## src/rtl/pwm_peripheral.sv

```systemverilog
// pwm_peripheral: 16-pin output stage; each pin is forced low, static high, or the shared PWM level.
// Optional macro PWM_SHADOW_UPDATE_EN latches enables and duty only at the PWM period wrap.
module pwm_peripheral #(
  parameter int unsigned PRESCALE = 13
) (
  input  logic        clk,
  input  logic        rst_n,
  input  logic [7:0]  en_reg_out_7_0,
  input  logic [7:0]  en_reg_out_15_8,
  input  logic [7:0]  en_reg_pwm_7_0,
  input  logic [7:0]  en_reg_pwm_15_8,
  input  logic [7:0]  pwm_duty_cycle,
  output logic [15:0] out,
  output logic        period_start
);

  localparam int unsigned PRE_W = (PRESCALE > 1) ? $clog2(PRESCALE) : 1;
  localparam logic [PRE_W-1:0] PRE_LAST = PRE_W'(PRESCALE - 1);

  logic [PRE_W-1:0] pre_r;
  logic [7:0]       cnt_r;
  logic [7:0]       cnt_next_s;
  logic             tick_s;
  logic             wrap_s;
  logic             pwm_lvl_s;
  logic [15:0]      en_out_s;
  logic [15:0]      en_pwm_s;
  logic [7:0]       duty_s;
  logic [15:0]      out_next_s;

  assign tick_s = (pre_r == PRE_LAST);
  assign wrap_s = tick_s && (cnt_r == 8'hFF);

`ifdef PWM_SHADOW_UPDATE_EN
  logic [15:0] en_out_r;
  logic [15:0] en_pwm_r;
  logic [7:0]  duty_r;

  // Shadow copies refresh only on the wrap edge
  always_ff @(posedge clk or negedge rst_n) begin
    if (!rst_n) begin
      en_out_r <= 16'h0000;
      en_pwm_r <= 16'h0000;
      duty_r   <= 8'h00;
    end else if (wrap_s) begin
      en_out_r <= {en_reg_out_15_8, en_reg_out_7_0};
      en_pwm_r <= {en_reg_pwm_15_8, en_reg_pwm_7_0};
      duty_r   <= pwm_duty_cycle;
    end
  end

  // On the wrap edge the first compare of the new period already uses the incoming values
  always_comb begin
    if (wrap_s) begin
      en_out_s = {en_reg_out_15_8, en_reg_out_7_0};
      en_pwm_s = {en_reg_pwm_15_8, en_reg_pwm_7_0};
      duty_s   = pwm_duty_cycle;
    end else begin
      en_out_s = en_out_r;
      en_pwm_s = en_pwm_r;
      duty_s   = duty_r;
    end
  end
`else
  assign en_out_s = {en_reg_out_15_8, en_reg_out_7_0};
  assign en_pwm_s = {en_reg_pwm_15_8, en_reg_pwm_7_0};
  assign duty_s   = pwm_duty_cycle;
`endif

  // Prescaler: counts 0..PRESCALE-1
  always_ff @(posedge clk or negedge rst_n) begin
    if (!rst_n) begin
      pre_r <= '0;
    end else if (tick_s) begin
      pre_r <= '0;
    end else begin
      pre_r <= pre_r + PRE_W'(1);
    end
  end

  // Next counter value and shared PWM level; out is compared against the value cnt takes on this edge
  always_comb begin
    cnt_next_s = cnt_r;
    if (tick_s) begin
      cnt_next_s = cnt_r + 8'd1;
    end else begin
      cnt_next_s = cnt_r;
    end
    if (duty_s == 8'hFF) begin
      pwm_lvl_s = 1'b1;
    end else begin
      pwm_lvl_s = (cnt_next_s < duty_s);
    end
  end

  // Per-pin output select
  always_comb begin
    out_next_s = 16'h0000;
    for (int i = 0; i < 16; i++) begin
      if (!en_out_s[i]) begin
        out_next_s[i] = 1'b0;
      end else if (!en_pwm_s[i]) begin
        out_next_s[i] = 1'b1;
      end else begin
        out_next_s[i] = pwm_lvl_s;
      end
    end
  end

  // Counter and registered outputs
  always_ff @(posedge clk or negedge rst_n) begin
    if (!rst_n) begin
      cnt_r        <= 8'h00;
      out          <= 16'h0000;
      period_start <= 1'b0;
    end else begin
      cnt_r        <= cnt_next_s;
      out          <= out_next_s;
      period_start <= wrap_s;
    end
  end

endmodule
```

## config.mk

```make
export PLATFORM = sky130hd
export DESIGN_NAME = pwm_peripheral
export DESIGN_NICKNAME = d
export VERILOG_FILES = /design/src/rtl/pwm_peripheral.sv
export SDC_FILE = /design/constraint.sdc
export NUM_CORES = 1
export LEC_CHECK = 0
export ABC_AREA = 1
export CELL_PAD_IN_SITES_DETAIL_PLACEMENT = 0
export CELL_PAD_IN_SITES_GLOBAL_PLACEMENT = 1
export CORE_ASPECT_RATIO = 1.2
export CORE_MARGIN = 10
export CORE_UTILIZATION = 45
export CTS_CLUSTER_DIAMETER = 30
export DETAILED_ROUTE_END_ITERATION = 10
export DONT_BUFFER_PORTS = 1
export GPL_TIMING_DRIVEN = 0
export HOLD_SLACK_MARGIN = 0.02
export PLACE_DENSITY = 0.84
export REMOVE_ABC_BUFFERS = 1
export SLEW_MARGIN = 25
export SYNTH_ARGS = -nofsm -noshare
export SYNTH_HDL_FRONTEND = slang
export SYNTH_SLANG_ARGS = --single-unit
```

## constraint.sdc

```tcl
create_clock -name clk -period 2.8 [get_ports clk]
set_clock_uncertainty 0.05 [all_clocks]
set_input_delay 0.28 -clock clk [delete_from_list [all_inputs] [get_ports clk]]
set_output_delay 0.28 -clock clk [all_outputs]
set_load 0.02 [all_outputs]
```

# Yosys cells after proc, flatten, opt, wreduce, memory -nomap -nowiden
# Cells that the tools add are included.
[totals] register_bits=29 inputBits=42
[op_classes] n_addsub=2 magnitude_cmp=1 eq_ne=3 n_mux=35 n_reduce_logical=1
[ops] op="1-bit two-way mux" n=33
[ops] op="8-bit equality test, second input constant" n=2
[ops] op="8-bit by 1-bit adder with 8-bit output, second input constant" n=1
[ops] op="8-bit less-than comparator" n=1
[ops] op="8-bit two-way mux" n=1
[ops] op="4-bit by 1-bit adder with 4-bit output, second input constant" n=1
[ops] op="4-bit equality test, second input constant" n=1
[ops] op="4-bit two-way mux" n=1
[ops] op="1-bit logical AND" n=1

# Longest topological paths before layout
[logic_depth] ltp_word=6 mapped_depth=17 ltp_nobuf=16

# Worst setup path after synthesis
# No wires, ideal clock.
[synth_path] path_kind="reg-to-reg" start="register pre_r[0]" end="register out[10]" setup_time_ns=0.062 arrival_time_ns=2.366 t_required_ns=2.688 slack_ns=0.321 stages_incl_launch_ff=18 synth_period_minus_slack_ns=2.479 cell_sequence="dfrtp_1 -> inv_1 -> ha_1 -> nand3_4 -> nor2_1 -> nand3_1 -> nand3b_1 -> xor2_1 -> inv_1 -> ha_1 -> nand2_1 -> nor2_1 -> a211oi_2 -> nand2_4 -> buf_6 -> nand3_2 -> nand2_1 -> inv_1"
[synth_between] elab_chain_cells=6
[synth_lines] element="start, declared" line_no="20" source="logic [PRE_W-1:0] pre_r;"
[synth_lines] element="start signal, assigned" line_no="77" source="pre_r <= pre_r + PRE_W'(1);"
[synth_lines] element="4-bit equality test" line_no="31" source="assign tick_s = (pre_r == PRE_LAST);"
[synth_lines] element="8-bit two-way mux" line_no="84" source="if (tick_s) begin"
[synth_lines] element="named net cnt_next_s[6]" line_no="22" source="logic [7:0] cnt_next_s;"
[synth_lines] element="8-bit less-than comparator" line_no="92" source="pwm_lvl_s = (cnt_next_s < duty_s);"
[synth_lines] element="1-bit two-way mux" line_no="89" source="if (duty_s == 8'hFF) begin"
[synth_lines] element="1-bit two-way mux" line_no="102" source="end else if (!en_pwm_s[i]) begin"
[synth_lines] element="1-bit two-way mux" line_no="100" source="if (!en_out_s[i]) begin"
[synth_lines] element="named net out_next_s[10]" line_no="29" source="logic [15:0] out_next_s;"
[synth_lines] element="end signal, assigned" line_no="118" source="out <= out_next_s;"
[synth_lines] element="end, declared" line_no="13" source="output logic [15:0] out,"
# The timed path passes the listed nets, and every way through them passes these cells.

# Final worst setup path
[layout_path] start="register pre_r[1]" end="register out[3]"
# Same word-level chain as after synthesis.

==> results.yml <==
grt:
  grt_overflow: 0
  globalRouteTotalUtil_pct: 12.8
  grt_max_degree: 30
  grt_first_pass_wirelength_mm: 5.82
  grt_pass1_vias: 1221
  antenna_found_initial: 0
clock_network:
  cts_tree: "built"
  h-tree-depth: 2
  cts_made_buffers: 5
  cts_buffer_depth: 2
  root_buffer: "clkbuf_4"
  cts.clk_slew.worst_paths_ps: 90
  cts.sinks: 29
  clk_latency_ps: 330
flow_run:
  max_cap_violations: 0
hold_path:
  hold_class: "in2reg"
placed_design:
  place_ws_ps: 26.0
  place_congestion: 0.805
  place_area_sq_um: 1500
  io_buffers: 0
  dp_cells: 190
  hpwlAfterDp_mm: 2.56
sta:
  worst_hold_slack_ps: 56.8
  slew-limit-headroom_pct: 44.2
  fin_crit_ps: 2610
  finalHoldViolations: 0
  fin_ws_ps: 192
  fmax_ghz: 0.383
  slew_viol_final: 0
  worstMarginPinSlew_ps: 835
  timing.final.crit_share_pct: 93.2
  setup_viol: 0
floorplanning:
  rows: 22
  core_area_sq_um: 3110
  start_util_pct: 47.2
  num_io_pins: 59
  die_h_um: 82.6
  die_w_um: 72.2
  dieArea_sq_um: 5960
run_status:
  status: "complete, no violations"
routing:
  topRoutingLayerUsed: "met4"
  drc: 0
  wl_met1_mm: 1.35
  postRouteAntennaNets: 0
  wl_met3_um: 426
  firstDrtPassIters: 6
  initialDrtViolationCount: 15
  wire_per_inst_um: 16.2
  viasPerCell: 4.87
  met2_wirelength_mm: 1.80
  vias: 1085
  drt-total-wl_mm: 3.61
logic_synthesis:
  synth_adder_area_share_pct: 8.52
  synth_area_sq_um: 1470
  ys_seq_area_share_pct: 49.4
  synth.avg_cell_area_sq_um: 9.42
  synth-compound-area-share_pct: 1.53
  synthCells: 156
  synth_seq_cells: 29
  synth_top_family_by_area: "simple AND/OR/NAND/NOR gates"
  yosys_warnings: 0
  synth-simple-area-share_pct: 25.5
  synth.distinct_cells: 22
  synth-xor-area-share_pct: 4.77
  synthMuxAreaShare_pct: 0
setup_path:
  crit_type: "reg2reg"
  path_max_fanout: 8
  cpPeakStageDelay_ps: 400
  crit_slowest_cell: "dfrtp_1"
  cp.required_ps: 3020
  crit_chain: "inv_2 -> ha_4 -> nand3_4 -> nor2_4 -> nand3_2 -> nand3b_1 -> xor2_1 -> inv_1 -> ha_1 -> nand2_1 -> nor2_1 -> a211oi_2 -> buf_4 -> nand2_4 -> nand3_1 -> nand2_1 -> inv_1"
  critical_path_arrival_ps: 2830
  end_kind: "flop"
  startpoint_type: "flop"
power_and_ir_drop:
  cellLeakagePower_nw: 0.947
  vdd_drop_max_uv: 343
  total_power_uw: 743
  powerDensity_nw_per_um2: 405
final_layout:
  final_common_cell: "inv_1"
  nFillCells: 276
  areaGrowthSynthToFinish_pct: 24.8
  final_cell_mix: "inv_1 (33), nand2_1 (31), dfrtp_1 (29)"
  drive_gt1_share_pct: 20.3
  n_antenna_cell: 0
  final_cells: 223
  fin_area_sq_um: 1830
  nNetsFinal: 238
==> logic make-up after synthesis <==
kind of cell,after synthesis
buf+inv,38
xor+xnor,8
compound gates,3
simple gates,68
flops,29
fa+ha+maj,10
==> critical path: cells and delay by family, from the launching register on <==
| family | cells | cell delay, ps |
|---|---|---|
| AOI/OAI and AO/OA | 1 | 180 |
| xor gates and xnor gates | 1 | 180 |
| adders and majority gates | 2 | 410 |
| buffers and inverters | 4 | 380 |
| DFF | 1 | 400 |
| and+or+nand+nor | 9 | 950 |
==> what timing repair did <==
item,CTS,global route
endpoints found under the hold margin,45,0
hold buffers,18,0
cloned,1,0
pin swaps,3,2
buffers inserted,1,5
gates resized for setup,1,9
endpoints found under the setup margin,2,16
==> worst paths after layout <==
check | startpoint | to | slack, ps | cells past startpoint
max | pre_r[1]$_DFF_PN0_ | out[3]$_DFF_PN0_ | 190 | 17
min | en_reg_pwm_7_0[6] | out[6]$_DFF_PN0_ | 60 | 3
max reg2reg | pre_r[1]$_DFF_PN0_ | out[3]$_DFF_PN0_ | 190 | 17
min reg2reg | cnt_r[5]$_DFF_PN0_ | cnt_r[5]$_DFF_PN0_ | 490 | 1
max in group asynchronous | rst_n | cnt_r[6]$_DFF_PN0_ | 2210 | 2
min in group asynchronous | rst_n | cnt_r[0]$_DFF_PN0_ | 330 | 2
==> layout make-up <==
type	count	area [sq um]	area share (%)
flip-flops and latches	29	726	39.6
multi-input cells	90	641	34.9
repair buffers	24	235	12.8
inverters	36	135	7.37
well taps	36	45.0	2.46
clock buffers	6	41.3	2.25
clock inverters	2	10.0	0.546
==> cell usage after synthesis <==
master     n  share of area [%]
xor2_1     4                2.4
nand3_4    1                1.2
inv_2      1               0.26
nand3_1   11                3.7
inv_1     35                8.9
nand3_2   10                6.8
nand2_4    1               0.77
a21oi_1    2               0.68
nor4_1     1               0.43
buf_2      1               0.34
ha_1      10                8.5
xnor2_1    4                2.4
nor3b_1    1               0.51
nor2_1     6                1.5
nand4_1    2               0.85
nor3_1     1               0.34
a211oi_2   1               0.85
nand2_1   31                7.9
nand2_2    2               0.85
buf_6      1               0.77
dfrtp_1   29                 49
nand3b_1   1               0.51
==> registers in the layout, indices dropped and copies added (netlist names) <==
| register | cells |
|---|---|
| cnt_r | 8 |
| out | 16 |
| period_start | 1 |
| pre_r | 4 |
==> power breakdown <==
part / leakage (nW) / switching [mW] / internal (mW) / total (mW)
clock: 0.0320 / 0.141 / 0.0953 / 0.236
sequential: 0.348 / 0.0222 / 0.430 / 0.453
combinational: 0.566 / 0.0259 / 0.0282 / 0.0541
==> stage by stage <==
stage                     setup TNS [ps]  util (%)
after global routing               -2.94      58.9
after floorplan                        0         -
final                                  0      58.9
after CTS                              0      56.5
after global placement                 0      48.1
after detailed placement               0      48.1
==> metal layers <==
layer / track usage, % / up-vias
li1: - / 536
met3: 7.88 / 4
met1: 12.6 / 499
met2: 21.5 / 46
met4: 5.23 / 0
met5: 0 / -
No activity file was read; power rests on OpenSTA's default activity.
